===== src/rtl/fp_pkg.sv =====
// Shared floating-point constants, the int_to_float state enum and the zero constant.
package fp_pkg;
  localparam int FP_EXP_BIAS = 127;
  localparam int FP_MANT_W   = 23;
  localparam int FP_EXP_W    = 8;

  typedef enum logic [1:0] {
    IDLE  = 2'd0,
    NORM  = 2'd1,
    ROUND = 2'd2,
    DONE  = 2'd3
  } i2f_state_t;

  localparam logic [31:0] FP_ZERO = 32'h0000_0000;
endpackage


===== src/rtl/fp_round_rne.sv =====
// Mantissa rounding stage. Define FP_I2F_ROUND_EN for round-to-nearest-even;
// otherwise the mantissa is truncated.
module fp_round_rne
  import fp_pkg::*;
(
  input  logic [FP_MANT_W-1:0] mant,
  input  logic                 guard,
  input  logic                 sticky,
  input  logic [FP_EXP_W-1:0]  exp,
  output logic [FP_MANT_W-1:0] mant_rnd,
  output logic [FP_EXP_W-1:0]  exp_rnd
);
`ifdef FP_I2F_ROUND_EN
  localparam bit ROUND_EN = 1'b1;
`else
  localparam bit ROUND_EN = 1'b0;
`endif

  logic             inc;
  logic [FP_MANT_W:0] sum;

  assign inc = ROUND_EN & guard & (sticky | mant[0]);
  assign sum = {1'b0, mant} + (FP_MANT_W+1)'(inc);

  // A carry out leaves the mantissa at zero and bumps the exponent (1.0 x 2^(e+1)).
  assign mant_rnd = sum[FP_MANT_W-1:0];
  assign exp_rnd  = exp + FP_EXP_W'(sum[FP_MANT_W]);
endmodule


===== src/rtl/int_to_float.sv =====
// Multi-cycle 32-bit integer to IEEE 754 single conversion with valid/ready
// handshakes. Rounding mode selected by macro FP_I2F_ROUND_EN (see fp_round_rne).
module int_to_float
  import fp_pkg::*;
#(
  parameter int SIGNED_IN  = 1,
  parameter int SHIFT_STEP = 1
) (
  input  logic        clk,
  input  logic        reset,
  input  logic        in_valid,
  output logic        in_ready,
  input  logic [31:0] in_data,
  output logic        out_valid,
  input  logic        out_ready,
  output logic [31:0] out_data,
  output logic        out_inexact
);
  i2f_state_t state, state_next;

  logic                 sign;
  logic [31:0]          mag;
  logic [FP_EXP_W-1:0]  exp;
  logic [31:0]          abs_in;
  logic                 accept;
  logic [FP_MANT_W-1:0] mant_rnd;
  logic [FP_EXP_W-1:0]  exp_rnd;

  assign accept = in_valid & in_ready;
  assign abs_in = ((SIGNED_IN != 0) && in_data[31]) ? (~in_data + 32'd1) : in_data;

  fp_round_rne u_round (
    .mant     (mag[30:8]),
    .guard    (mag[7]),
    .sticky   (|mag[6:0]),
    .exp      (exp),
    .mant_rnd (mant_rnd),
    .exp_rnd  (exp_rnd)
  );

  always_ff @(posedge clk or posedge reset) begin
    if (reset) state <= IDLE;
    else       state <= state_next;
  end

  always_comb begin
    state_next = state;
    unique case (state)
      IDLE:  if (accept) state_next = (in_data == 32'd0) ? DONE : NORM;
      NORM:  if (mag[31]) state_next = ROUND;
      ROUND: state_next = DONE;
      DONE:  if (out_ready) state_next = IDLE;
      default: state_next = IDLE;
    endcase
  end

  always_comb begin
    in_ready  = (state == IDLE);
    out_valid = (state == DONE);
  end

  always_ff @(posedge clk or posedge reset) begin
    if (reset) begin
      sign        <= 1'b0;
      mag         <= '0;
      exp         <= '0;
      out_data    <= FP_ZERO;
      out_inexact <= 1'b0;
    end else begin
      unique case (state)
        IDLE: if (accept) begin
          sign <= (SIGNED_IN != 0) & in_data[31];
          mag  <= abs_in;
          exp  <= FP_EXP_W'(FP_EXP_BIAS + 31);
          if (in_data == 32'd0) begin
            out_data    <= FP_ZERO;
            out_inexact <= 1'b0;
          end
        end
        NORM: if (!mag[31]) begin
          // Take the wide step only when it cannot push the leading one past bit 31.
          if (mag[31 -: SHIFT_STEP] == '0) begin
            mag <= mag << SHIFT_STEP;
            exp <= exp - FP_EXP_W'(SHIFT_STEP);
          end else begin
            mag <= mag << 1;
            exp <= exp - FP_EXP_W'(1);
          end
        end
        ROUND: begin
          out_data    <= {sign, exp_rnd, mant_rnd};
          out_inexact <= mag[7] | (|mag[6:0]);
        end
        default: ;
      endcase
    end
  end
endmodule

===== config.mk =====
export PLATFORM = sky130hd
export DESIGN_NAME = int_to_float
export DESIGN_NICKNAME = d
export VERILOG_FILES = /design/src/rtl/fp_pkg.sv /design/src/rtl/fp_round_rne.sv /design/src/rtl/int_to_float.sv
export SDC_FILE = /design/constraint.sdc
export NUM_CORES = 1
export LEC_CHECK = 0
export BUFFER_PORTS_ARGS = -buffer_cell sky130_fd_sc_hd__buf_2
export CAP_MARGIN = 30
export CORE_AREA = 3 3 95 97
export CTS_CLUSTER_SIZE = 28
export DETAILED_ROUTE_END_ITERATION = 7
export DIE_AREA = 0 0 98 100
export GPL_TIMING_DRIVEN = 0
export PLACE_DENSITY = 0.74
export RECOVER_POWER = 100
export SLEW_MARGIN = 20
export SYNTH_ARGS = -nofsm -noshare
export SYNTH_HDL_FRONTEND = slang
export SYNTH_SLANG_ARGS = --single-unit

===== constraint.sdc =====
create_clock -name clk -period 2.49 [get_ports clk]
set_input_delay 0.498 -clock clk [delete_from_list [all_inputs] [get_ports clk]]
set_output_delay 0.498 -clock clk [all_outputs]
set_load 0.01 [all_outputs]

Yosys cells after proc, flatten, opt, wreduce, memory -nomap -nowiden
Cells that the tools add are included.
{ "op_classes": {"add_sub_neg": 2, "eq_ne": 8, "mux": 18, "bitwise": 3, "reduce_logical": 10} }
{ "op_table": {"columns": ["cell", "n"], "rows": [
  ["$mux W32", 5],
  ["$pmux W32 S2", 2],
  ["$add A32 B1 Y32 const B", 1],
  ["$logic_not A32 Y1", 1],
  ["$not A32 Y32", 1],
  ["$mux W8", 2],
  ["$pmux W8 S2", 1],
  ["$reduce_and A3 Y1", 3],
  ["$mux W2", 4],
  ["$pmux W2 S4", 1],
  ["$sub A8 B1 Y8 const B", 1],
  ["$reduce_or A7 Y1", 1],
  ["$ne A2 B1 Y1 const B", 3],
  ["$eq A2 B2 Y1 const B", 2],
  ["$ne A2 B2 Y1 const B", 2],
  ["$reduce_and A2 Y1", 2],
  ["$reduce_bool A2 Y1", 2],
  ["$eq A2 B1 Y1 const B", 1],
  ["$logic_not A2 Y1", 1],
  ["$mux W1", 2],
  ["$pmux W1 S2", 1],
  ["$and A1 B1 Y1", 1],
  ["$or A1 B1 Y1", 1]
]} }
{ "word_totals": {"register_bits": 76, "inputBits": 36, "output_inout_bits": 35, "elab_cells": 48} }

Depth between registers and ports, before layout
Gate-level depths: netlist of the first run.
{ "logic_depth": {"depth_word": 5, "ltp_mapped": 11} }

Hierarchy
From an unflattened synthesis of the first run, not the netlist that was laid out.
{ "unflattened": {"cells_unflattened": 438, "area_unflattened_um2": 4329.2} }
{ "by_module_without_submodules": {"columns": ["mod", "n_inst", "cells_per_inst", "area_per_inst_um2", "seq_area_each_um2"], "rows": [
  ["int_to_float", 1, 407, 4096.4, 1901.8],
  ["fp_round_rne", 1, 31, 232.7, 0.0]
]} }

Least setup slack after synthesis of the first run
Ideal clock, no wire load.
{ "synth_path": {"path_type": "input port to flip-flop", "startpoint": "input port in_data[0]", "endpoint": "register out_data[23]", "setup_ps": 121, "t_arrival_ps": 2508, "slack_ps": -139, "cell_stages": 10, "path_cell_list": "inv_1 ha_1 or3b_1 buf_6 or4b_4 nor3_2 and4_4 a21oi_4 buf_6 a22o_1"} }
{ "synth_via": {"elab_chain_len": 3} }
{ "synth_lines": {"columns": ["item", "line", "rtl"], "rows": [
  ["start, declared", "int_to_float.sv:13", "input logic [31:0] in_data,"],
  ["$logic_not A32 Y1", "int_to_float.sv:75", "if (in_data == 32'd0) begin"],
  ["$ne A2 B1 Y1 (no source line)", null, null],
  ["$reduce_and A3 Y1 (no source line)", null, null],
  ["end signal, assigned", "int_to_float.sv:91", "out_data <= {sign, exp_rnd, mant_rnd};"],
  ["end, declared", "int_to_float.sv:16", "output logic [31:0] out_data,"]
]} }
No other way between the ends.
A chain may end at the register's enable or synchronous reset.

Worst setup path in the final report of the first run
{ "layout_path": {"startpoint": "input port in_data[0]", "endpoint": "register out_data[5]"} }
The elaborated chain is that of the path after synthesis.

==> results.cfg, run 1 <==
[placement]
place.detailed.hpwl_mm = 8.006
gp_congestion = 0.8762
dpl_cell_area_mm2 = 0.004693
io_buffers = 70
dp_cells = 596

[routing]
vias = 3590
drcViolationCount = 0
drt_iter0_markers = 212
wl_per_cell_um = 17.73
viasPerCell = 5.744
antenna_left = 0
routed_wl_mm = 11.08
dr.pass1.iters = 4

[grt]
grt_max_degree = 54
grt_overflow_total = 0
track_usage_pct = 23.59
first_global_vias = 3676
antenna_found_initial = 0
grt_first_pass_wirelength_mm = 18.39

[critical_path]
worstPathArrival_ps = 2690
cp_max_fo = 5
r2r_end = exp[6]
cp_top_family = simple AND/OR/NAND/NOR gates
setup.worst_path.start_class = input pin
cp_slowest_cell = or4b_4
cp_num_buf_inv = 3
r2r-start = state[0]
crit_chain = buf_8, inv_6, ha_4, or3b_4, or4b_4, nor3_4, and4_4, a21oi_4, buf_6, a22o_1
end_kind = register
critical_path_required_ps = 2730
max_stage_delay_ps = 550
reg2reg_depth = 9
crit_type = in -> reg
reg2reg_slack_ps = 210

[synth]
syn_inst = 420
synth_nets = 463
synthAdderAreaFrac_pct = 2.110
yosys.area.top_type = dfrtp_1
ys_async_sr_fraction_pct = 100.0
synth_xor_area_share_pct = 7.384
synth_area_leaders = dfrtp_1, a22o_1, xor2_1
ys.flop_type = dfrtp_1
synth_compound_area_share_pct = 22.30
synth_edf_count = 0
synth-simple-area-share_pct = 15.76
yosys_warnings = 0
netlist_area_mm2 = 0.004151
synth_top_family_by_area = compound AO/OA/AOI/OAI gates
ys_seq_area_share_pct = 45.81
synth_cell_types = 48
synth.area.mux_share_pct = 1.929
avgSynthCellArea_um2 = 9.884
synth_top_area_share_pct = 45.81
synth-seq-cells = 76

[clock_network]
cts_hold_buf = 0
numCtsBuffers = 9
cts.sinks = 76
cts_max_path_buffers = 2
clkTransAtPathRegs_ps = 80
cts.htree.levels = 3
cts-root-buf = clkbuf_8
cts_tree = done
clock_latency_ps = 350

[die]
initial_core_util_pct = 50.53
coreArea_mm2 = 0.008217
io_pins = 71
die_width_um = 98
die_h_um = 100
die_area_mm2 = 0.009800
rows = 33

[power]
power_density_mw_per_mm2 = 1191
p_leak_nw = 2.127
irDropWorstVdd_mv = 0.6080

[flow_run]
cap_violations = 0

[finish]
stdcell_area_mm2 = 0.004986
layoutNonFillerInstCount = 625
fill_cells = 717
final_nets = 558
area_delta_synth_final_pct = 20.10
drive_gt1_share_pct = 20.38
diodes = 0

[worst_hold_path]
hold_class = in -> async

[sta]
hold-worst-slack_ps = 357.0
fin_crit_ps = 2455
hold_viol = 0
tightest_slew_ps = 1128
rsz0062_at_grt = true
tns_ps = 0
setup_viol = 0
fin_crit_sh_pct = 98.60
max_freq_ghz = 0.4073
slew_viol_final = 0
fin_skew_ps = 13.53
slew_headroom_pct = 24.36

[status]
outcome = complete, no violations
## how the worst max path moves through the flow
stage               slack [ps]       start  cells past startpoint      endpoint
floorplan                  -70  in_data[1]                     10  out_data[23]
global placement          -820       reset                      2        mag[4]
detailed placement        -500  in_data[1]                     11   out_data[5]
CTS                        -10  in_data[0]                     11   out_data[5]
global route               -10    state[0]                      9        exp[6]
finish                      30  in_data[0]                     10   out_data[5]
## power breakdown
group	internal, mW	switching (mW)
registers	1.80	0.424
logic	1.22	1.63
clock network	0.387	0.477
total	3.41	2.53
## state kept, by name, summed over array words and instances, names as in the netlist
register	cells
mag	32
out_data	32
exp	8
state	2
out_inexact	1
sign	1
## timing repair
action | in CTS | in global routing
resized for setup | 14 | 14
pin swaps | 5 | 6
setup buffers | 6 | 6
cloned | 3 | 0
setup endpoints to repair | 26 | 46
## per-layer routing
metal	up-vias	track usage, %	part of all wire (%)
met5	-	0	0
met4	0	10.01	1.9
met3	20	3.197	5.3
met2	107	40.37	51
met1	1737	30.18	42
li1	1726	-	-
## cell families (layout without fill, tap and decap cells)
kind of cell	count (synthesis)	in the layout
XOR/XNOR	35	35
multiplexers	8	8
buffers and inverters	40	139
adder cells (fa/ha/maj)	7	7
AND/OR/NAND/NOR	118	118
AO/OA/AOI/OAI	136	137
flip-flops	76	76
## through the flow
step | util (%) | setup WS [ps] | total power, mW
floorplan | - | -65.28 | 4.100
global placement | 56.75 | -818.5 | 4.877
detailed placement | 57.12 | -497.1 | 5.006
CTS | 60.61 | -10.48 | 5.949
global route | 60.68 | -14.48 | 6.413
finish | 60.68 | 34.88 | 5.939
## cell usage after synthesis, types with 2 or more instances
cell      number
a21o_1         2
a21oi_1       31
a221o_1        6
a22o_1        27
and4_1         2
buf_2          3
buf_6          5
clkbuf_1      19
dfrtp_1       76
ha_1           7
inv_1         12
mux2i_1        8
nand2_1       30
nand3_1        3
nand4_1        2
nor2_1        36
nor2b_1        4
nor3_1         7
nor3_2         2
o21ai_0       14
o21ai_1       18
o22a_1         2
o22ai_1       15
o31ai_1        9
o41ai_1        5
or2_2          2
or3_1          9
or4_1          6
or4b_2         6
xnor2_1        8
xor2_1        27
## cells in the final DEF, fill, tap and decap left out, drive strengths merged, types with 10 or more instances in the layout
cell	instances
nor3	10
clkbuf	61
a21oi	33
nor2	36
o21ai	32
xor2	27
inv	12
dfrtp	76
buf	60
a22o	27
o22ai	15
nand2	30
## cell type report
| type | instances | area [µm²] | area share (%) |
|---|---|---|---|
| multi-input cells | 305 | 2092 | 41.96 |
| well taps | 105 | 131.4 | 2.635 |
| clock inverters | 6 | 38.79 | 0.7779 |
| repair buffers | 85 | 474.2 | 9.511 |
| flip-flops and latches | 76 | 1902 | 38.14 |
| clock buffers | 10 | 137.6 | 2.760 |
| plain buffers | 26 | 146.4 | 2.936 |
| inverters | 12 | 63.81 | 1.280 |
(Power assumes the default switching activity.)
==> run 2, diff against run 1 <==
--- a/config.mk
+++ b/config.mk
@@ -12,7 +12,7 @@
 export DETAILED_ROUTE_END_ITERATION = 7
 export DIE_AREA = 0 0 98 100
 export GPL_TIMING_DRIVEN = 0
-export PLACE_DENSITY = 0.74
+export PLACE_DENSITY = 0.78
 export RECOVER_POWER = 100
 export SLEW_MARGIN = 20
 export SYNTH_ARGS = -nofsm -noshare
==> constraint.sdc (replaced) <==
create_clock -name clk -period 2.1 [get_ports clk]
set_input_delay 0.42 -clock clk [delete_from_list [all_inputs] [get_ports clk]]
set_output_delay 0.42 -clock clk [all_outputs]
set_load 0.01 [all_outputs]
==> results.cfg, run 2 (synthesis gave the netlist of run 1 again) <==
[sta]
fin_crit_sh_pct = 111.8
slew_headroom_pct = 32.46
setup_viol = 39
hold-worst-slack_ps = 236.8
tightest_slew_ps = 1008
max_freq_ghz = 0.4260
hold_viol = 0
fin_skew_ps = 12.97
rsz0062_at_grt = true
final.setup.worst_slack_ps = -247.3
fin_crit_ps = 2347
slew_viol_final = 0

[die]
die_h_um = 100
rows = 33
die_width_um = 98
die_area_mm2 = 0.009800
initial_core_util_pct = 50.53
coreArea_mm2 = 0.008217
io_pins = 71

[grt]
track_usage_pct = 24.07
grt_overflow_total = 0
grt_max_degree = 31
grt-busiest-layer = met2
antenna_found_initial = 0
met2_usage_pct = 40.63
grtUsageMet1_pct = 30.20
use_met3_pct = 5.281
grt_first_pass_wirelength_mm = 18.86
first_global_vias = 3779

[clock_network]
numCtsBuffers = 9
cts_hold_buf = 0
cts.htree.levels = 3
cts_tree = done
cts.sinks = 76
cts-root-buf = clkbuf_8
clock_latency_ps = 350
cts_max_path_buffers = 2
clkTransAtPathRegs_ps = 80

[critical_path]
r2r-start = state[0]
startpoint = in_data[27]
setup.worst_path.start_class = input pin
worstPathArrival_ps = 2590
critical_path_required_ps = 2350
crit_type = in -> reg
cp_max_fo = 5
end_kind = register

[placement]
gp_congestion = 0.8800
io_buffers = 70
dp_cells = 597
place.detailed.hpwl_mm = 8.168

[power]
irDropWorstVdd_mv = 0.6559
p_leak_nw = 2.259
power_density_mw_per_mm2 = 1437

[finish]
layout_common_cells = dfrtp_1, clkbuf_1, buf_2
layoutNonFillerInstCount = 635
diodes = 0
layout_commonest_cell = dfrtp_1
area_delta_synth_final_pct = 27.28
final_nets = 569
drive_gt1_share_pct = 26.23
reg.largest.list = mag x32, out_data x32, exp x8

[routing]
drt_iter0_markers = 226
drcViolationCount = 0
antenna_left = 0
wl_per_cell_um = 18.97
vias = 3844
dr.pass1.iters = 5
viasPerCell = 6.054
routed_wl_mm = 12.05

[worst_hold_path]
hold_class = in -> async

[status]
violations = negative setup slack
outcome = finished with violations

[flow_run]
cap_violations = 0
run 2: changes by cell type in the layout (fill, tap and decap cells not counted), sizes merged:
| cell | previous run | this run |
|---|---|---|
| buf | 60 | 70 |
| bufinv | 0 | 2 |
| clkbuf | 61 | 63 |
| clkinv | 3 | 2 |
| clkinvlp | 3 | 2 |
| inv | 12 | 10 |
run 2: per-stage QoR:
step | setup TNS (ps) | cell area [µm²] | setup slack (ps) | total power, mW | utilization [%]
floorplan | -10850 | 4245 | -376.6 | 4.867 | -
global placement | -31040 | 4727 | -770.2 | 5.782 | 57.53
detailed placement | -33450 | 4767 | -790.4 | 5.958 | 58.02
CTS | -7929 | 5174 | -315.0 | 7.372 | 62.97
global route | -10650 | 5284 | -297.1 | 8.119 | 64.31
finish | -7084 | 5284 | -247.3 | 7.594 | 64.31
run 2: layout make-up:
type | instances | area (µm²)
repair buffers | 96 | 563.0
inverters | 12 | 67.56
well taps | 105 | 131.4
clock inverters | 4 | 73.82
clock buffers | 11 | 141.4
flip-flops and latches | 76 | 1902
fillers | 655 | 2933
multi-input cells | 305 | 2232
plain buffers | 26 | 172.7
run 2: path summary, 6_finish.rpt:
path                                     end  slack [ps]  cells after the start
worst max-delay path             out_data[1]        -250                      8
max in group asynchronous       out_data[31]         300                      4
worst max register to register  out_data[30]        -110                      9
min in group clk                     mag[19]         410                      3
worst min register to register        mag[6]         500                      2
worst min-delay path            out_data[29]         240                      2
run 2: critical path: stages:
cell and delay (ps):
buf_2 120, or4_1 580, or3_1 420, nor3_4 280, and4_4 310, a21oi_4 70
buf_6 160, a22o_1 210
run 2: report_power, final:
part / leakage [nW] / internal [mW] / switching, mW / total (mW)
combinational: 1.25 / 1.62 / 2.09 / 3.71
clock: 0.109 / 0.696 / 0.547 / 1.24
sequential: 0.903 / 2.13 / 0.508 / 2.64
total: 2.26 / 4.45 / 3.15 / 7.59
run 2: metal layers:
layer | part of all wire [%] | up-vias | wire length (µm)
met1 | 40 | 1850 | 4855
met2 | 50 | 198 | 5979
met3 | 7.0 | 39 | 847
met5 | 0 | - | 0
met4 | 3.0 | 0 | 363
li1 | - | 1757 | -
run 2: repair_timing:
item	4_1_cts	5_1_grt
endpoints found under the setup margin	73	63
setup buffers	6	14
pin swaps	19	20
cloned	3	2
resized for setup	36	25
